**src/rtl/axi_light_pkg.sv**
```systemverilog
// Shared AXI-lite types for the register slave: response codes, FSM states,
// the byte-strobe merge function, and the default bus-width macros.
`ifndef AXI_ADDR_WIDTH
`define AXI_ADDR_WIDTH 32
`endif
`ifndef AXI_DATA_WIDTH
`define AXI_DATA_WIDTH 32
`endif
`ifndef AXI_WSTRB_WIDTH
`define AXI_WSTRB_WIDTH 4
`endif

package axi_light_pkg;
  localparam logic [1:0] RESP_OKAY   = 2'b00;
  localparam logic [1:0] RESP_SLVERR = 2'b10;
  localparam logic [1:0] RESP_DECERR = 2'b11;

  typedef enum logic {W_IDLE, W_RESP} w_state_t;
  typedef enum logic {R_IDLE, R_RESP} r_state_t;

  function automatic logic [31:0] strb_merge(input logic [31:0] old_val,
                                             input logic [31:0] new_val,
                                             input logic [3:0]  strb);
    logic [31:0] res;
    res = old_val;
    for (int unsigned b = 0; b < 4; b++)
      if (strb[b]) res[8*b +: 8] = new_val[8*b +: 8];
    return res;
  endfunction
endpackage

```
**src/rtl/if_axi_light.sv**
```systemverilog
// AXI-lite bundle with master and slave views.
`ifndef AXI_ADDR_WIDTH
`define AXI_ADDR_WIDTH 32
`endif
`ifndef AXI_DATA_WIDTH
`define AXI_DATA_WIDTH 32
`endif
`ifndef AXI_WSTRB_WIDTH
`define AXI_WSTRB_WIDTH 4
`endif

interface if_axi_light;
  logic [`AXI_ADDR_WIDTH-1:0]  awaddr;
  logic [2:0]                  awprot;
  logic                        awvalid;
  logic                        awready;
  logic [`AXI_DATA_WIDTH-1:0]  wdata;
  logic [`AXI_WSTRB_WIDTH-1:0] wstrb;
  logic                        wvalid;
  logic                        wready;
  logic [1:0]                  bresp;
  logic                        bvalid;
  logic                        bready;
  logic [`AXI_ADDR_WIDTH-1:0]  araddr;
  logic [2:0]                  arprot;
  logic                        arvalid;
  logic                        arready;
  logic [`AXI_DATA_WIDTH-1:0]  rdata;
  logic [1:0]                  rresp;
  logic                        rvalid;
  logic                        rready;

  modport slave (
    input  awaddr, awprot, awvalid, wdata, wstrb, wvalid, bready,
           araddr, arprot, arvalid, rready,
    output awready, wready, bresp, bvalid, arready, rdata, rresp, rvalid
  );

  modport master (
    output awaddr, awprot, awvalid, wdata, wstrb, wvalid, bready,
           araddr, arprot, arvalid, rready,
    input  awready, wready, bresp, bvalid, arready, rdata, rresp, rvalid
  );
endinterface

```
**src/rtl/axi_light_addr_decode.sv**
```systemverilog
// Maps a byte address onto the register window: hit flag plus word index.
module axi_light_addr_decode #(
  parameter logic [31:0]  BASE_ADDR = 32'h0000_0000,
  parameter int unsigned  NUM_REGS  = 8,
  localparam int unsigned IDX_W     = (NUM_REGS > 1) ? $clog2(NUM_REGS) : 1
) (
  input  logic [31:0]      addr,
  output logic             hit,
  output logic [IDX_W-1:0] index
);
  logic [31:0] off;

  always_comb begin
    off   = addr - BASE_ADDR;
    hit   = (addr >= BASE_ADDR) && (off < 32'(NUM_REGS * 4));
    index = off[IDX_W+1:2];
  end
endmodule

```
**src/rtl/axi_light_reg_slave.sv**
```systemverilog
// AXI-lite register bank target: independent write and read FSMs, one
// outstanding transaction each, registers exported flat with write pulses.
module axi_light_reg_slave
  import axi_light_pkg::*;
#(
  parameter logic [31:0] BASE_ADDR = 32'h0000_0000,
  parameter int unsigned NUM_REGS  = 8,
  parameter logic [31:0] RESET_VAL = 32'h0000_0000
) (
  input  logic                     clk,
  input  logic                     res,
  if_axi_light.slave               s_axi,
  output logic [NUM_REGS*32-1:0]   regs_o,
  output logic [NUM_REGS-1:0]      wr_pulse_o
);
  localparam int unsigned IDX_W = (NUM_REGS > 1) ? $clog2(NUM_REGS) : 1;

  logic [31:0] regs [NUM_REGS];

  w_state_t    w_state, w_state_n;
  logic        aw_lat, w_lat, aw_lat_n, w_lat_n;
  logic        awready_q, wready_q, aw_hs, w_hs, commit, do_write;
  logic [31:0] aw_addr_q, w_data_q, wr_addr, wr_data;
  logic [3:0]  w_strb_q, wr_strb;
  logic        wr_hit;
  logic [IDX_W-1:0] wr_idx;
  logic [1:0]  bresp_q;

  r_state_t    r_state, r_state_n;
  logic        arready_q, ar_hs, rd_hit;
  logic [IDX_W-1:0] rd_idx;
  logic [31:0] rdata_q;
  logic [1:0]  rresp_q;

  assign s_axi.awready = awready_q;
  assign s_axi.wready  = wready_q;
  assign s_axi.bvalid  = (w_state == W_RESP);
  assign s_axi.bresp   = bresp_q;
  assign s_axi.arready = arready_q;
  assign s_axi.rvalid  = (r_state == R_RESP);
  assign s_axi.rdata   = rdata_q;
  assign s_axi.rresp   = rresp_q;

  // Commit uses the incoming beat directly when it completes the pair this cycle.
  always_comb begin
    aw_hs   = s_axi.awvalid & awready_q;
    w_hs    = s_axi.wvalid & wready_q;
    wr_addr = aw_lat ? aw_addr_q : s_axi.awaddr;
    wr_data = w_lat ? w_data_q : s_axi.wdata;
    wr_strb = w_lat ? w_strb_q : s_axi.wstrb;
  end

  axi_light_addr_decode #(.BASE_ADDR(BASE_ADDR), .NUM_REGS(NUM_REGS)) u_wr_dec (
    .addr(wr_addr), .hit(wr_hit), .index(wr_idx)
  );

  axi_light_addr_decode #(.BASE_ADDR(BASE_ADDR), .NUM_REGS(NUM_REGS)) u_rd_dec (
    .addr(s_axi.araddr), .hit(rd_hit), .index(rd_idx)
  );

  always_comb begin
    w_state_n = w_state;
    aw_lat_n  = aw_lat | aw_hs;
    w_lat_n   = w_lat | w_hs;
    commit    = 1'b0;
    unique case (w_state)
      W_IDLE: if (aw_lat_n && w_lat_n) begin
        commit    = 1'b1;
        w_state_n = W_RESP;
      end
      W_RESP: if (s_axi.bready) begin
        w_state_n = W_IDLE;
        aw_lat_n  = 1'b0;
        w_lat_n   = 1'b0;
      end
    endcase
    do_write = commit && wr_hit && (|wr_strb);
  end

  always_comb begin
    r_state_n = r_state;
    ar_hs     = s_axi.arvalid & arready_q;
    unique case (r_state)
      R_IDLE: if (ar_hs) r_state_n = R_RESP;
      R_RESP: if (s_axi.rready) r_state_n = R_IDLE;
    endcase
  end

  // Readies are registered from next state so no input reaches them combinationally.
  always_ff @(posedge clk) begin
    if (res) begin
      w_state    <= W_IDLE;
      aw_lat     <= 1'b0;
      w_lat      <= 1'b0;
      awready_q  <= 1'b0;
      wready_q   <= 1'b0;
      bresp_q    <= RESP_OKAY;
      wr_pulse_o <= '0;
      r_state    <= R_IDLE;
      arready_q  <= 1'b0;
      rdata_q    <= '0;
      rresp_q    <= RESP_OKAY;
      for (int unsigned i = 0; i < NUM_REGS; i++) regs[i] <= RESET_VAL;
    end else begin
      w_state   <= w_state_n;
      aw_lat    <= aw_lat_n;
      w_lat     <= w_lat_n;
      awready_q <= (w_state_n == W_IDLE) && !aw_lat_n;
      wready_q  <= (w_state_n == W_IDLE) && !w_lat_n;
      if (commit) bresp_q <= wr_hit ? RESP_OKAY : RESP_DECERR;
      for (int unsigned i = 0; i < NUM_REGS; i++) begin
        wr_pulse_o[i] <= do_write && (wr_idx == IDX_W'(i));
        if (do_write && (wr_idx == IDX_W'(i)))
          regs[i] <= strb_merge(regs[i], wr_data, wr_strb);
      end
      r_state   <= r_state_n;
      arready_q <= (r_state_n == R_IDLE);
      if (ar_hs) begin
        rdata_q <= rd_hit ? regs[rd_idx] : '0;
        rresp_q <= rd_hit ? RESP_OKAY : RESP_DECERR;
      end
    end
  end

  always_ff @(posedge clk) begin
    if (aw_hs) aw_addr_q <= s_axi.awaddr;
    if (w_hs) begin
      w_data_q <= s_axi.wdata;
      w_strb_q <= s_axi.wstrb;
    end
  end

  always_comb begin
    regs_o = '0;
    for (int unsigned i = 0; i < NUM_REGS; i++) regs_o[32*i +: 32] = regs[i];
  end
endmodule

```
**src/flat_wrapper.sv**
```systemverilog
// flat-port wrapper written by rule: the top's interface ports become plain ports
module axi_light_reg_slave_flat import axi_light_pkg::*;
#(
  parameter logic [31:0] BASE_ADDR = 32'h0000_0000,
  parameter int unsigned NUM_REGS  = 8,
  parameter logic [31:0] RESET_VAL = 32'h0000_0000
)
  (clk, res, regs_o, wr_pulse_o, s_axi_awaddr, s_axi_awprot, s_axi_awvalid, s_axi_wdata, s_axi_wstrb, s_axi_wvalid, s_axi_bready, s_axi_araddr, s_axi_arprot, s_axi_arvalid, s_axi_rready, s_axi_awready, s_axi_wready, s_axi_bresp, s_axi_bvalid, s_axi_arready, s_axi_rdata, s_axi_rresp, s_axi_rvalid);
  if_axi_light s_axi_i ();
  input  logic clk;
  input  logic res;
  output logic [NUM_REGS*32-1:0] regs_o;
  output logic [NUM_REGS-1:0] wr_pulse_o;
  input wire logic [$bits(s_axi_i.awaddr)-1:0] s_axi_awaddr;
  input wire logic [$bits(s_axi_i.awprot)-1:0] s_axi_awprot;
  input wire logic [$bits(s_axi_i.awvalid)-1:0] s_axi_awvalid;
  input wire logic [$bits(s_axi_i.wdata)-1:0] s_axi_wdata;
  input wire logic [$bits(s_axi_i.wstrb)-1:0] s_axi_wstrb;
  input wire logic [$bits(s_axi_i.wvalid)-1:0] s_axi_wvalid;
  input wire logic [$bits(s_axi_i.bready)-1:0] s_axi_bready;
  input wire logic [$bits(s_axi_i.araddr)-1:0] s_axi_araddr;
  input wire logic [$bits(s_axi_i.arprot)-1:0] s_axi_arprot;
  input wire logic [$bits(s_axi_i.arvalid)-1:0] s_axi_arvalid;
  input wire logic [$bits(s_axi_i.rready)-1:0] s_axi_rready;
  output wire logic [$bits(s_axi_i.awready)-1:0] s_axi_awready;
  output wire logic [$bits(s_axi_i.wready)-1:0] s_axi_wready;
  output wire logic [$bits(s_axi_i.bresp)-1:0] s_axi_bresp;
  output wire logic [$bits(s_axi_i.bvalid)-1:0] s_axi_bvalid;
  output wire logic [$bits(s_axi_i.arready)-1:0] s_axi_arready;
  output wire logic [$bits(s_axi_i.rdata)-1:0] s_axi_rdata;
  output wire logic [$bits(s_axi_i.rresp)-1:0] s_axi_rresp;
  output wire logic [$bits(s_axi_i.rvalid)-1:0] s_axi_rvalid;
  assign s_axi_i.awaddr = s_axi_awaddr;
  assign s_axi_i.awprot = s_axi_awprot;
  assign s_axi_i.awvalid = s_axi_awvalid;
  assign s_axi_i.wdata = s_axi_wdata;
  assign s_axi_i.wstrb = s_axi_wstrb;
  assign s_axi_i.wvalid = s_axi_wvalid;
  assign s_axi_i.bready = s_axi_bready;
  assign s_axi_i.araddr = s_axi_araddr;
  assign s_axi_i.arprot = s_axi_arprot;
  assign s_axi_i.arvalid = s_axi_arvalid;
  assign s_axi_i.rready = s_axi_rready;
  assign s_axi_awready = s_axi_i.awready;
  assign s_axi_wready = s_axi_i.wready;
  assign s_axi_bresp = s_axi_i.bresp;
  assign s_axi_bvalid = s_axi_i.bvalid;
  assign s_axi_arready = s_axi_i.arready;
  assign s_axi_rdata = s_axi_i.rdata;
  assign s_axi_rresp = s_axi_i.rresp;
  assign s_axi_rvalid = s_axi_i.rvalid;
  axi_light_reg_slave #(.BASE_ADDR(BASE_ADDR), .NUM_REGS(NUM_REGS), .RESET_VAL(RESET_VAL)) u_core (.clk(clk), .res(res), .s_axi(s_axi_i), .regs_o(regs_o), .wr_pulse_o(wr_pulse_o));
endmodule
```
**config.mk**
```make
export PLATFORM = sky130hd
export DESIGN_NAME = axi_light_reg_slave_flat
export DESIGN_NICKNAME = d
export VERILOG_FILES = /design/src/rtl/axi_light_pkg.sv /design/src/rtl/if_axi_light.sv /design/src/rtl/axi_light_addr_decode.sv /design/src/rtl/axi_light_reg_slave.sv /design/src/flat_wrapper.sv
export SDC_FILE = /design/constraint.sdc
export NUM_CORES = 1
export LEC_CHECK = 0
export CORE_MARGIN = 1.5
export CORE_UTILIZATION = 53
export DETAILED_ROUTE_END_ITERATION = 8
export GPL_ROUTABILITY_DRIVEN = 0
export PLACE_DENSITY = 0.91
export SLEW_MARGIN = 20
export SYNTH_ARGS = -nofsm -noshare
export SYNTH_HDL_FRONTEND = slang
export SYNTH_SLANG_ARGS = --single-unit
```
**constraint.sdc**
```tcl
create_clock -name clk -period 8.05 [get_ports clk]
set_clock_uncertainty 0.2 [all_clocks]
set_input_delay 1.61 -clock clk [delete_from_list [all_inputs] [get_ports clk]]
set_output_delay 1.61 -clock clk [all_outputs]
set_load 0.05 [all_outputs]
```
Yosys cells after proc, flatten, opt, wreduce, memory -nomap -nowiden
Memory sizes are Yosys's and may differ from the RTL's.
Cells that the tools add are included.
- register bits: 119
- RAM bits: 256
- bits of input ports: 113
- output and inout bits: 305
- word-level logic and storage cells: 209
- memories: 1
- order comparisons: 4
- eq/ne operators: 7
- muxes and demuxes: 147
- bitwise gates (word level): 17
- reductions and logical operators: 19
- memories (memory ; depth ; bits a word ; read ports ; clocked after Yosys merged registers in ; write ports ; line ; RTL):
    u_core.regs ; 8 ; 32 ; 9 ; 0 ; 8 ; axi_light_reg_slave.sv:18 ; logic [31:0] regs [NUM_REGS];
- operator list (cell ; count):
    8-bit two-way mux ; 96
    32-bit two-way mux ; 11
    32-bit by 1-bit greater-or-equal comparator with 1-bit output (second input constant) ; 2
    32-bit by 6-bit less-than comparator with 1-bit output (second input constant) ; 2
    1-bit two-way mux ; 35
    1-bit logical AND ; 15
    3-bit equality test (second input constant) ; 4
    1-bit OR ; 10
    3-bit by 2-bit equality test with 1-bit output (second input constant) ; 2
    2-bit two-way mux ; 2
    4-bit two-way mux ; 1
    1-bit NOT ; 4
    1-bit one-hot mux with 2 select lines ; 2
    4-bit OR reduction ; 1
    1-bit AND ; 3
    3-bit by 1-bit equality test with 1-bit output (second input constant) ; 1
    3-bit logical NOT ; 1
    1-bit logical NOT ; 2

Depth between registers and ports, before layout
- word-level depth: 12
- depth in mapped cells: 7
- mapped depth without buffers: 4

Modules after synthesis
From an unflattened synthesis, not the netlist that was laid out.
- cells, all modules: 1098
- area total of the unflattened synthesis: 15899.0 µm²
- modules (own cells, without submodules) (module ; instances ; cells each ; area an instance (µm²) ; seq. area each (µm²)):
    axi_light_reg_slave ; 1 ; 1072 ; 15726.3 ; 10710.3
    axi_light_addr_decode ; 2 ; 13 ; 86.3 ; 0.0

Worst setup path after synthesis
Ideal clock, no wire load.
- path type: input -> register
- start: input s_axi_wvalid
- end: memory u_core.regs[1][24], enable pin
- setup time: 0.387 ns
- arrival time: 3.434 ns
- required time: 7.463 ns
- slack: 4.030 ns
- stages: 6
- path buffers: 2
- path through: a21oi_1 or3_1 a221o_1 buf_2 clkbuf_1 o31ai_1
- RTL lines (element ; line ; RTL):
    start: declaration ; flat_wrapper.sv:19 ; input wire logic [$bits(s_axi_i.wvalid)-1:0] s_axi_wvalid;
    end: declaration ; axi_light_reg_slave.sv:18 ;

==> run metrics <==
number of distinct library cell variants in the gate-level netlist after synthesis=36; master cell of the clock root buffer=clkbuf_16; via count of the first global-routing pass=11.8k; setup TNS after final layout=0 ns; net count after synthesis=1157; hold depth=2; antenna viol nets, final=0; worst vdd rail ir drop=0.000209 V; die footprint=0.0309 sq mm; data arrival time of the critical path=5.18 ns; GRT Total Usage=31.5%; Final WS setup=2.90 ns; Max Transition Viols Final=0; leading register cell type out of synthesis=edfxtp_1; number of hold violations in the final report=0; number of flip-flops and latches in the synthesized netlist=371; worst slew pin tran=1.15 ns; internal power summed over all cells=0.00347 W; cell types occupying the most area after synthesis=edfxtp_1 (61%), mux4_2 (9.1%), dfxtp_1 (6.2%), nor3_1 (6.0%), mux2i_1 (4.4%); GRT overflow=0; number of cells in the design after placement=1770; Clk network pwr share=38.3%; router iterations before antenna repair=6; Core Rows=63; TritonCTS Buffers=39; minimum setup slack after placement=2.50 ns; Logic pwr share=14.1%; run status=completed; Starting Density=53.6%; worst flop-to-flop path endpoint=u_core.regs[4][23]$_SDFFCE_PN0P_; Setup crit end kind=flop; global-route wire length before repair=71800 microns; Required @ worst endpoint=8.08 ns; total core area=0.0296 sq mm; fraction of power spent switching nets=25.8%; # port buffers=407; number of DRC violations after detailed routing=0; critical setup path kind=input pin to flop; TritonCTS clock tree=done; pin count of the biggest net entering global routing=76; Slew headroom=23.1%; setup fix buffers added after clock tree synthesis=0; Power per Cell Area=218 mW/mm^2; Finished Layout Cells=1841; ratio of routed vias to standard cells=6.26; cell leakage power=6.99 nW; flop2flop setup slack=3.61 ns; number of violations reported at the end of detailed-routing iteration 0=1144; post-synth top area share=61.0%; FF-to-FF path depth=7; width of the die=176 microns; worst min-delay path startpoint=u_core.s_axi.rdata[31]$_SDFFE_PP0P_; average footprint of a synthesized cell=15.2 sq um; share of layout cells above drive strength 1=13.7%; crit path time final=5.15 ns; clock net sink count=371; library cell occupying the most area in the post-synthesis netlist=edfxtp_1; number of max-cap violations=0; total inserted antenna cells=0; most frequent cells in the layout=clkdlybuf4s50_1 (403), edfxtp_1 (322), nor3_1 (191); proportion of register bits with asynchronous set or reset after synthesis=0%; clock-pin slew on the worst setup and hold paths=0.06 ns; total routed wirelength=49000 microns; via total after detailed routing=11.5k; Endpoint, Worst Hold=u_core.s_axi.rdata[31]$_SDFFE_PP0P_; endpoints failing setup=0; RSZ-0062 raised after global routing=no; commonest non-fill, non-tap cell in the layout=clkdlybuf4s50_1; Bufs on Longest Clock Path=3; Synth-to-Final Area Change=35.5%; Reg power frac=47.6%; Switch Pwr=0.00121 W; CTS hold repair buffers=0; Critical R2R Launch=u_core.w_lat$_SDFF_PP0_; Max Fanout on Critical Path=75; number of enable-type register cells in the synthesized netlist=322; YS warnings=0; Post-Syn Instances=1044; critical path startpoint category=input pin; Final HPWL DP=32700 microns; tightest hold margin=0.248 ns; per-cell routed wire length=26.6 microns; sequential element share of the synthesized area=67.2%; post-synthesis instance area=0.0158 sq mm; fin crit share=64.0%; maximum level of the CTS H-tree=2; number of cells upsized or downsized after cts=0; number of nets in the final layout=1534; Achievable Freq=0.194 GHz; antenna violations before repair=0; worst hold path class=flop to flop; clock insertion delay at the later pin of the skew report=0.52 ns; chip height=176 microns; Ports=418
[Yosys cell counts (all sizes together) (32+ instances only)]
cell	count
edfxtp	322
nor3	197
mux2i	69
mux4	64
dfxtp	49
clkbuf	48
nor2	44
buf	43
nand2	42
a21oi	38
or3	34
o31ai	32
[per-layer routing]
layer  share of wire, %  GRT usage, %  up-vias
met3                8.9          5.74      164
met4                5.1          15.2        0
met2                 52          55.3      794
li1                   -             -     4896
met1                 34          37.4     5665
met5                  0             0        -
[worst max-delay path, cell delays in order]
cell,delay (ns)
clkdlybuf4s50_1,0.44
nor4_1,0.47
nand2_1,0.16
a221o_4,0.78
buf_4,0.49
o31ai_1,0.86
buf_4,0.30
[flip-flops by register name, summed over array words and instances, names as in the netlist]
signal / flops
u_core.s_axi.bresp: 1
u_core.aw_lat: 1
u_core.s_axi.rvalid: 1
u_core.s_axi.awready: 1
u_core.wr_pulse_o: 8
u_core.w_strb_q: 4
u_core.s_axi.rresp: 1
u_core.w_lat: 1
u_core.aw_addr_q: 30
u_core.s_axi.arready: 1
u_core.s_axi.wready: 1
u_core.s_axi.bvalid: 1
u_core.w_data_q: 32
u_core.regs: 256
u_core.s_axi.rdata: 32
[final cells by class]
cell class	instances	area [sq um]
clock inverter	17	166
clock buffer	54	1110
inverter	1	3.75
sequential	371	10700
multi-input combinational	581	4830
fill	1841	8090
tap	390	488
timing repair buffer	427	4210
[kinds of logic (layout without fill, tap and decap cells)]
group	after synthesis	in the layout	synth area share (%)
AOI/OAI and AO/OA	83	83	3.63
buffers and inverters	92	499	3.20
DFF	371	371	67.2
muxes	135	135	13.6
and+or+nand+nor	363	363	12.3
[through the flow]
stage	instance area, sq um	utilization, %	total power [W]
floorplan	15800	-	0.00266
global placement	20100	68.0	0.00290
detailed placement	20100	68.2	0.00292
CTS	21400	72.5	0.00468
global route	21500	72.6	0.00479
finish	21500	72.6	0.00468
[power groups by stage]
| stage | sequential (W) | clock, W | combinational, W |
|---|---|---|---|
| after global placement | 0.00226 | 0 | 0.000638 |
| after global routing | 0.00223 | 0.00188 | 0.000685 |
| after floorplan | 0.00246 | 0 | 0.000199 |
| final | 0.00223 | 0.00179 | 0.000660 |
| after CTS | 0.00223 | 0.00180 | 0.000658 |
| after detailed placement | 0.00226 | 0 | 0.000654 |
[worst max path at each step]
stage                     start                          endpoint  depth (start not counted)
6_report       s_axi_awaddr[27]  u_core.regs[4][23]$_SDFFCE_PN0P_                          7
5_1_grt        s_axi_awaddr[27]  u_core.regs[4][23]$_SDFFCE_PN0P_                          7
3_3_place_gp   s_axi_awaddr[23]  u_core.regs[5][26]$_SDFFCE_PN0P_                          5
3_5_place_dp   s_axi_awaddr[22]   u_core.regs[5][3]$_SDFFCE_PN0P_                          5
4_1_cts        s_axi_awaddr[27]  u_core.regs[3][27]$_SDFFCE_PN0P_                          6
2_1_floorplan      s_axi_wvalid  u_core.regs[1][24]$_SDFFCE_PN0P_                          6
Power figures use the tool's default switching activity.
